[config.mk]
export PLATFORM = sky130hd
export DESIGN_NAME = nibble_tx
export DESIGN_NICKNAME = d
export VERILOG_FILES = /design/src/rtl/nibble_tx.sv
export SDC_FILE = /design/constraint.sdc
export NUM_CORES = 1
export LEC_CHECK = 0
export BUFFER_PORTS_ARGS = -buffer_cell sky130_fd_sc_hd__buf_2
export CAP_MARGIN = 5
export CORE_MARGIN = 3
export CORE_UTILIZATION = 25
export DETAILED_ROUTE_END_ITERATION = 10
export PLACE_DENSITY_LB_ADDON = 0.2
export SYNTH_ARGS = -nofsm -noshare
export SYNTH_HDL_FRONTEND = slang
export SYNTH_SLANG_ARGS = --single-unit
[constraint.sdc]
create_clock -name clk -period 1.31 [get_ports clk]
set_input_delay 0.131 -clock clk [delete_from_list [all_inputs] [get_ports clk]]
set_output_delay 0.131 -clock clk [all_outputs]
set_load 0.005 [all_outputs]
[src/rtl/nibble_tx.sv]
// Byte-to-nibble transmitter: takes WIDTH-bit words over valid/ready and
// streams them out as framed 4-bit nibbles, counting completed words.
module nibble_tx #(
    parameter int WIDTH     = 8,
    parameter int LSB_FIRST = 1,
    parameter int CNT_WIDTH = 8
) (
    input  logic                 clk,
    input  logic                 rst,
    input  logic [WIDTH-1:0]     in_data,
    input  logic                 in_valid,
    output logic                 in_ready,
    output logic [3:0]           nib_out,
    output logic                 nib_valid,
    output logic                 nib_first,
    output logic                 nib_last,
    input  logic                 nib_ready,
    output logic [CNT_WIDTH-1:0] word_cnt
);

    localparam int NWORDS = WIDTH / 4;
    localparam int IDXW   = (NWORDS > 1) ? $clog2(NWORDS) : 1;

    typedef enum logic {
        IDLE,
        SEND
    } state_t;

    state_t               state, state_n;
    logic [IDXW-1:0]      idx, idx_n;
    logic [WIDTH-1:0]     hold, hold_n;
    logic [CNT_WIDTH-1:0] cnt_n;
    logic                 accept;
    logic                 xfer;
    logic [3:0]           nib_sel;

    assign nib_valid = (state == SEND);
    assign nib_first = nib_valid && (idx == '0);
    assign nib_last  = nib_valid && (idx == IDXW'(NWORDS - 1));
    assign xfer      = nib_valid && nib_ready;

    // Ready reopens on the last-nibble transfer so back-to-back words have no bubble.
    assign in_ready  = !rst && ((state == IDLE) || (xfer && nib_last));
    assign accept    = in_valid && in_ready;

    always_comb begin
        nib_sel = '0;
        for (int unsigned i = 0; i < NWORDS; i++) begin
            if (idx == IDXW'(i)) begin
                nib_sel = (LSB_FIRST != 0) ? hold[4*i +: 4] : hold[WIDTH-4-4*i +: 4];
            end
        end
    end

    assign nib_out = nib_sel;

    always_comb begin
        state_n = state;
        idx_n   = idx;
        hold_n  = hold;
        cnt_n   = word_cnt;
        if (xfer && nib_last) begin
            cnt_n = word_cnt + CNT_WIDTH'(1);
        end
        if (accept) begin
            hold_n  = in_data;
            idx_n   = '0;
            state_n = SEND;
        end else if (xfer) begin
            if (nib_last) begin
                state_n = IDLE;
            end else begin
                idx_n = idx + IDXW'(1);
            end
        end
    end

    always_ff @(posedge clk) begin
        if (rst) begin
            state    <= IDLE;
            idx      <= '0;
            hold     <= '0;
            word_cnt <= '0;
        end else begin
            state    <= state_n;
            idx      <= idx_n;
            hold     <= hold_n;
            word_cnt <= cnt_n;
        end
    end

endmodule

# After elaboration in Yosys (flattened, before gate mapping)
# Cells that the tools add are included.
# Widths: inputs -> output; s select.
# word_totals
word_cells,26
ff_bits,18
# op_classes
addsub,2
n_bitwise,3
n_reduce_logical,13
mux,4
# op_table
operator,count
$add 8x1->8 const B,1
$logic_and 1x1->1,6
$mux 4,1
$reduce_and 2->1,2
$reduce_bool 2->1,2
$mux 1,3
$not 1->1,3
$reduce_or 2->1,1
$add 1x1->1 const B,1
$logic_not 1->1,1
$logic_or 1x1->1,1

# Depth between registers and ports, before layout
# Gate-level depths: netlist of the first run.
# depth
depth_word,7
ltp_mapped,5
depth_no_buf,4

# Worst setup path before layout of the first run
# OpenSTA, ideal clock, no wires.
# synth_timing
path_type,register to register
startpoint,"reg state, in the netlist nib_valid"
endpoint,reg hold[0]
setup_time_ps,121
period_less_slack_ps,1439
slack_ps,-129
arrival_ps,1318
stages_incl_launch_ff,5
path_cell_list,dfxtp_1 buf_6 nand3_4 a211oi_4 mux2_2
# synth_via
elab_chain_len,5
elab_cells_between_ends,7
classes_between,1 x bitwise; 6 x reduce/logical
# synth_lines
element,line_no,rtl
"start, declared",29,"state_t state, state_n;"
"start signal, assigned",85,state <= state_n;
"$logic_and 1x1->1, on equally long branches","40, 39",
$logic_and 1x1->1,43,assign in_ready = !rst && ((state == IDLE) || (xfer && nib_last));
$logic_or 1x1->1 (*),43,
$logic_and 1x1->1 (*),43,
$logic_and 1x1->1 (*),44,assign accept = in_valid && in_ready;
"end signal, assigned",87,hold <= hold_n;
"end, declared",31,"logic [WIDTH-1:0] hold, hold_n;"
# Every way passes the cells marked *; elsewhere a longest branch is shown, timed or not.
# A chain may end at the register's enable or synchronous reset.

# Worst setup path after layout of the first run
# layout_timing
startpoint,reg idx
endpoint,out nib_out[3]
# layout_via
elab_chain_len,1
# layout_lines
element,line_no,rtl
"start, declared",30,"logic [IDXW-1:0] idx, idx_n;"
"start signal, assigned",86,idx <= idx_n;
$mux 4,49,if (idx == IDXW'(i)) begin
"end, declared",13,"output logic [3:0] nib_out,"
# Every way passes these cells.

==> summary.md, run 1 <==
| Metric | Value |
|---|---|
| Maximum single-stage delay on the critical path | `340 ps` |
| Final setup violation count | `15` |
| DP Cell Count | `161` |
| Total routing resource utilization after global routing | `10.0%` |
| Total power | `1.11 mW` |
| Count of input and output buffers | `27` |
| Ratio of cells with drive above 1 in the final layout | `59.2%` |
| Routed length per placed instance | `11.9 microns` |
| Total overflow reported by the global router | `0` |
| Slew of the pin with the lowest slew margin | `259 ps` |
| Run status | `complete, but fails checks` |
| Non-filler instance count after layout | `169` |
| Highest clock rate | `709 MHz` |
| Max stage delay cell, worst path | `sky130_fd_sc_hd__dfxtp_2` |
| Initial Utilization | `27.1%` |
| Sequential cell fraction of total power | `52.7%` |
| Total clock sinks | `18` |
| Ratio of routed vias to standard cells | `4.36` |
| Violations in the final reports | `setup timing` |
| Crit-path max FO | `4` |
| Post-layout minimum cycle time | `1410 ps` |
| Number of nets still failing antenna checks after routing | `0` |
| H-Tree Depth | `1` |
| Clock insertion delay at the later pin of the skew report | `290 ps` |
| CP cell instances | `buf_6 > buf_6 > mux2_4 > buf_6` |
| Post-Route Skew | `8.70 ps` |
| Endpoint required time on the critical path | `1180 ps` |
| Number of instances in the synthesized netlist | `83` |
| Dominant cell type by count on the critical path | `sky130_fd_sc_hd__buf_6` |
| Number of antenna violations at the first check in global routing | `0` |
| Clock tree from TritonCTS | `yes` |
| Worst slew margin relative to its limit | `82.6%` |
| Sw power | `257 uW` |
| Cell at the root of the clock tree | `sky130_fd_sc_hd__clkbuf_4` |
| Total non-filler cell area in the finished layout | `1260 sq um` |
| Final-layout worst hold slack | `54.2 ps` |
| Ant. Diodes | `0` |
| DRC errors left | `0` |
| Leak | `0.552 nW` |
| Clock buffer count from CTS | `3` |
| Setup WS post-layout | `-101 ps` |
| Floorplan die area | `4190 sq um` |
| Num ports | `28` |
| Overall via count from detail_route | `736` |
| CTS clk-pin slew, worst paths | `110 ps` |
| Vias in the first global route | `749` |
| Number of placement rows | `20` |
| Largest net degree at the start of global routing | `20` |
| Period utilization | `108%` |
| Top-area cell type share of the netlist area | `41.8%` |
| Final HPWL from detailed placement | `1.46 mm` |
| FF+latch count, synth | `18` |
| Crit end category | `output port` |
| Final weighted congestion of routability-driven global placement | `0.718` |
| Number of max-slew violations in the final report | `0` |
| Syn. warnings | `0` |
| PwrDens | `877 nW/um^2` |
| Violation count after the first detailed-route iteration | `8` |
| Count of unique library cells instantiated by Yosys | `23` |
| Wire length of the first global-routing pass | `3.28 mm` |
| Cell type with the largest total area after synthesis | `sky130_fd_sc_hd__dfxtp_1` |
| Maximum root-to-sink buffer count | `2` |
| Critical path type | `flop to output port` |
| Post-Synthesis Cell Area | `862 sq um` |
| Horizontal die dimension | `64.7 microns` |
| Net count of the mapped netlist | `96` |
| Height of the chip | `64.7 microns` |
| Relative contribution of combinational cells to total power | `16.1%` |
| Number of detailed-routing iterations run before antenna repair | `2` |
| Number of violations of the max-capacitance limit | `0` |
| Share of the yosys chip area belonging to registers | `41.8%` |
| Worst setup SP type | `flop` |
| CP arrival | `1280 ps` |
| Standard cell area after detailed placement | `1090 sq um` |
| Relative contribution of the clock network to total power | `31.2%` |
| Final count of hold timing violations | `0` |
| Leading post-synthesis cells by cell area | `sky130_fd_sc_hd__dfxtp_1, sky130_fd_sc_hd__mux2_2, sky130_fd_sc_hd__nor2b_1` |
| Number of fill cells | `333` |
| Mean instance size in the synthesized netlist | `10.4 sq um` |
| Switching share of power | `23.2%` |
| RSZ-0062 raised after global routing | `true` |
| Placeable core region | `3180 sq um` |
| Net count reported at finish | `139` |
| P&R area growth vs syn | `46.3%` |
| Class of the worst hold path | `input port to flop` |
| Wire length reported by the detailed router | `2.02 mm` |
| Maximum VDD drop | `465 uV` |
| Internal power component | `849 uW` |
metal layers:
layer,wire [microns],track usage [%],vias up
met5,0,0,-
met2,940,15.7,15
met4,23,4.75,0
met3,137,3.99,2
met1,913,11.9,343
li1,-,-,376
power groups by stage:
stage               Clock (mW)  Combinational (mW)  Sequential [mW]
floorplan                    0              0.0899            0.589
global placement             0               0.136            0.594
detailed placement           0               0.139            0.596
CTS                      0.360               0.168            0.584
global route             0.384               0.193            0.587
finish                   0.345               0.178            0.583
state kept, by name, summed over array words and instances (netlist names):
name / count
idx: 1
hold: 8
nib_valid: 1
word_cnt: 8
critical path, delay by kind of cell, from the launching register on:
| family | cells | cell delay, ps |
|---|---|---|
| buffers and inverters | 3 | 350 |
| flip-flops | 1 | 340 |
| multiplexers | 1 | 300 |
cell families (layout without fill, tap and decap cells):
family                     count (synthesis)  count (layout)  share of synthesized area (%)
adders and majority gates                  1               1                           1.45
and+or+nand+nor                           28              28                           20.3
muxes                                     13              13                           16.8
xor gates and xnor gates                   2               2                           2.03
buffers and inverters                      6              48                           6.53
AOI/OAI and AO/OA                         15              15                           11.0
DFF                                       18              18                           41.8
Yosys cell counts:
| cell type | count |
|---|---|
| sky130_fd_sc_hd__nand4_1 | 3 |
| sky130_fd_sc_hd__nor2_1 | 4 |
| sky130_fd_sc_hd__mux2i_1 | 1 |
| sky130_fd_sc_hd__and2b_2 | 1 |
| sky130_fd_sc_hd__buf_6 | 4 |
| sky130_fd_sc_hd__nand3_1 | 1 |
| sky130_fd_sc_hd__or4_1 | 2 |
| sky130_fd_sc_hd__and2_2 | 1 |
| sky130_fd_sc_hd__o31ai_1 | 2 |
| sky130_fd_sc_hd__inv_1 | 1 |
| sky130_fd_sc_hd__a21oi_1 | 8 |
| sky130_fd_sc_hd__mux2_2 | 12 |
| sky130_fd_sc_hd__xor2_1 | 2 |
| sky130_fd_sc_hd__dfxtp_1 | 18 |
| sky130_fd_sc_hd__a211oi_4 | 1 |
| sky130_fd_sc_hd__nand3_4 | 1 |
| sky130_fd_sc_hd__o21ai_0 | 4 |
| sky130_fd_sc_hd__buf_4 | 1 |
| sky130_fd_sc_hd__or3_2 | 1 |
| sky130_fd_sc_hd__ha_1 | 1 |
| sky130_fd_sc_hd__nor2b_1 | 9 |
| sky130_fd_sc_hd__or3_1 | 2 |
| sky130_fd_sc_hd__nand2_1 | 3 |
layout make-up:
cell class / count / area [sq um] / area share, %
Inverter: 1 / 3.75 / 0.298
Clock buffer: 4 / 36.3 / 2.88
Timing Repair Buffer: 43 / 307 / 24.3
Sequential cell: 18 / 368 / 29.2
Tap cell: 44 / 55.1 / 4.37
Multi-Input combinational cell: 59 / 492 / 39.0
layout by cell type (no fill, tap or decap), types with 3 or more instances in the layout:
master / Yosys / routed
sky130_fd_sc_hd__buf_2: 0 / 23
sky130_fd_sc_hd__dfxtp_1: 18 / 14
sky130_fd_sc_hd__buf_6: 4 / 11
sky130_fd_sc_hd__nor2b_1: 9 / 9
sky130_fd_sc_hd__buf_4: 1 / 9
sky130_fd_sc_hd__mux2_2: 12 / 7
sky130_fd_sc_hd__mux2_4: 0 / 5
sky130_fd_sc_hd__a21oi_2: 0 / 4
sky130_fd_sc_hd__nor2_1: 4 / 4
sky130_fd_sc_hd__a21oi_1: 8 / 4
sky130_fd_sc_hd__nand4_1: 3 / 3
sky130_fd_sc_hd__o21ai_0: 4 / 3
sky130_fd_sc_hd__nand2_1: 3 / 3
sky130_fd_sc_hd__clkbuf_4: 0 / 3
sky130_fd_sc_hd__dfxtp_2: 0 / 3
metrics by stage:
step                      util [%]  setup TNS, ps  setup slack [ps]
after floorplan                  -           -683             -90.8
after global placement        34.4              0              13.4
after detailed placement      34.4           -321             -47.2
after CTS                     37.9          -1030              -111
after global routing          39.7          -1830              -152
final                         39.7          -1000              -101
timing repair:
item	4_1_cts	5_1_grt
setup endpoints to repair	15	20
hold buffers	0	0
resized for setup	14	13
setup buffers	2	2
gates cloned	0	0
pin swaps	1	7
path summary, 6_finish.rpt:
check                           cells past startpoint                     start  slack, ps                  endpoint
worst max-delay path                                4          idx$_SDFFE_PP0P_       -100                nib_out[3]
worst min-delay path                                2                in_data[3]         50      hold[3]$_SDFFE_PP0P_
worst max register to register                      5          idx$_SDFFE_PP0P_        -90      hold[4]$_SDFFE_PP0P_
worst min register to register                      2  word_cnt[7]$_SDFFE_PP0P_        510  word_cnt[7]$_SDFFE_PP0P_
(Power assumes the default switching activity.)
==> run 2: changes to the inputs <==
CORE_UTILIZATION = 43   (was 25)
==> summary.md, run 2 (synthesis gave the netlist of run 1 again) <==
| Metric | Value |
|---|---|
| Relative contribution of the clock network to total power | `31.4%` |
| Horizontal die dimension | `50.8 microns` |
| DRC errors left | `0` |
| Number of antenna violations at the first check in global routing | `0` |
| Registers with the most flip-flops | `hold: 8 flops, word_cnt: 8 flops` |
| Clock buffer count from CTS | `3` |
| Met1 routing resource usage after global routing | `20.3%` |
| Crit-path max FO | `4` |
| Num ports | `28` |
| Final weighted congestion of routability-driven global placement | `0.769` |
| Ant. Diodes | `0` |
| Worst slew margin relative to its limit | `85.6%` |
| Initial Utilization | `47.8%` |
| M3 GR Usage | `5.34%` |
| Global routing's busiest layer | `met2` |
| Number of nets still failing antenna checks after routing | `0` |
| Number of detailed-routing iterations run before antenna repair | `4` |
| Final count of hold timing violations | `0` |
| Most frequent standard cell in the layout excluding fill and tap cells | `sky130_fd_sc_hd__buf_2` |
| Ratio of routed vias to standard cells | `4.87` |
| Highest clock rate | `736 MHz` |
| Height of the chip | `50.8 microns` |
| H-Tree Depth | `1` |
| Wire length of the first global-routing pass | `3.13 mm` |
| Violation count after the first detailed-route iteration | `9` |
| Non-filler instance count after layout | `148` |
| Number of violations of the max-capacitance limit | `0` |
| DP Cell Count | `141` |
| Final setup violation count | `12` |
| Pre-CTS worst setup slack | `-31.5 ps` |
| Leading cell types in the layout, fill and taps excluded | `sky130_fd_sc_hd__buf_2, sky130_fd_sc_hd__dfxtp_1, sky130_fd_sc_hd__mux2_4` |
| Global Route met2 Usage | `27.2%` |
| Endpoint required time on the critical path | `1180 ps` |
| Cell at the root of the clock tree | `sky130_fd_sc_hd__clkbuf_4` |
| Post-Route Skew | `1.70 ps` |
| Clock tree from TritonCTS | `yes` |
| Period utilization | `104%` |
| P&R area growth vs syn | `42.2%` |
| CTS clk-pin slew, worst paths | `110 ps` |
| Placeable core region | `1800 sq um` |
| Total routing resource utilization after global routing | `16.0%` |
| RSZ-0062 raised after global routing | `true` |
| Leak | `0.553 nW` |
| Clock insertion delay at the later pin of the skew report | `290 ps` |
| Worst setup SP type | `flop` |
| Total clock sinks | `18` |
| Maximum VDD drop | `635 uV` |
| PwrDens | `906 nW/um^2` |
| Ratio of cells with drive above 1 in the final layout | `55.3%` |
| Sequential cell fraction of total power | `52.4%` |
| Post-route core utilization | `68.1%` |
| Wire length reported by the detailed router | `1.90 mm` |
| Internal power component | `852 uW` |
| Setup WS post-layout | `-48.6 ps` |
| Class of the worst hold path | `input port to flop` |
| Maximum root-to-sink buffer count | `2` |
| Count of input and output buffers | `27` |
| TNS Setup | `-245 ps` |
| Overall via count from detail_route | `721` |
| Total non-filler cell area in the finished layout | `1230 sq um` |
| Sw power | `259 uW` |
| Switching share of power | `23.3%` |
| Largest net degree at the start of global routing | `20` |
| Critical path type | `flop to output port` |
| Number of placement rows | `15` |
| Standard cell area after detailed placement | `1080 sq um` |
| Total overflow reported by the global router | `0` |
| Slew of the pin with the lowest slew margin | `215 ps` |
| Relative contribution of combinational cells to total power | `16.1%` |
| Floorplan die area | `2580 sq um` |
| Post-layout minimum cycle time | `1360 ps` |
| CP arrival | `1230 ps` |
| Net count reported at finish | `137` |
| Routed length per placed instance | `12.8 microns` |
| Final-layout worst hold slack | `48.2 ps` |
| Violations in the final reports | `setup timing` |
| Count of hold-fix buffers inserted at cts | `0` |
| Number of max-slew violations in the final report | `0` |
| Final HPWL from detailed placement | `1.34 mm` |
| Crit end category | `output port` |
| Run status | `complete, but fails checks` |
| Total power | `1.11 mW` |
| Vias in the first global route | `706` |
## run 2: cell types whose count changed in the layout (fill, tap and decap cells not counted), moves of 3 or more
cell                      before  now
sky130_fd_sc_hd__buf_6        11    7
sky130_fd_sc_hd__mux2_2        7    0
sky130_fd_sc_hd__a21oi_1       4    7
sky130_fd_sc_hd__a21oi_2       4    1
sky130_fd_sc_hd__mux2_4        5   12
## run 2: repair_timing
item / 4_1_cts / 5_1_grt
pin swaps: 2 / 3
endpoints found under the setup margin: 16 / 18
buffers inserted: 2 / 1
resized for setup: 20 / 5
## run 2: final timing paths
path	startpoint	to	slack [ps]	depth (start not counted)
max	idx$_SDFFE_PP0P_	nib_out[0]	-50	3
min	in_valid	nib_valid$_SDFFE_PP0P_	50	3
max reg2reg	nib_valid$_SDFFE_PP0P_	hold[7]$_SDFFE_PP0P_	-10	4
min reg2reg	word_cnt[7]$_SDFFE_PP0P_	word_cnt[7]$_SDFFE_PP0P_	500	2
## run 2: power groups by stage
stage | Sequential [mW] | Clock, mW | Combinational [mW]
after CTS | 0.582 | 0.361 | 0.177
after detailed placement | 0.596 | 0 | 0.136
final | 0.582 | 0.349 | 0.179
after floorplan | 0.589 | 0 | 0.0899
after global placement | 0.595 | 0 | 0.134
after global routing | 0.585 | 0.379 | 0.194
## run 2: metal layers
metal  wire length (microns)  up-vias
met5                       0        -
met4                       0        0
met3                     103        0
met2                     926       16
met1                     870      332
li1                        -      373
## run 2: critical path: stages (launching register included)
cell	delay, ps
sky130_fd_sc_hd__dfxtp_4	390
sky130_fd_sc_hd__buf_6	130
sky130_fd_sc_hd__mux2_4	310
sky130_fd_sc_hd__buf_6	120
## run 2: area by class of cell
class / instances / area (sq um)
Clock buffer: 4 / 36.3
Fill cell: 152 / 576
Inverter: 1 / 3.75
Multi-Input combinational cell: 59 / 494
Sequential cell: 18 / 372
Tap cell: 25 / 31.3
Timing Repair Buffer: 41 / 289
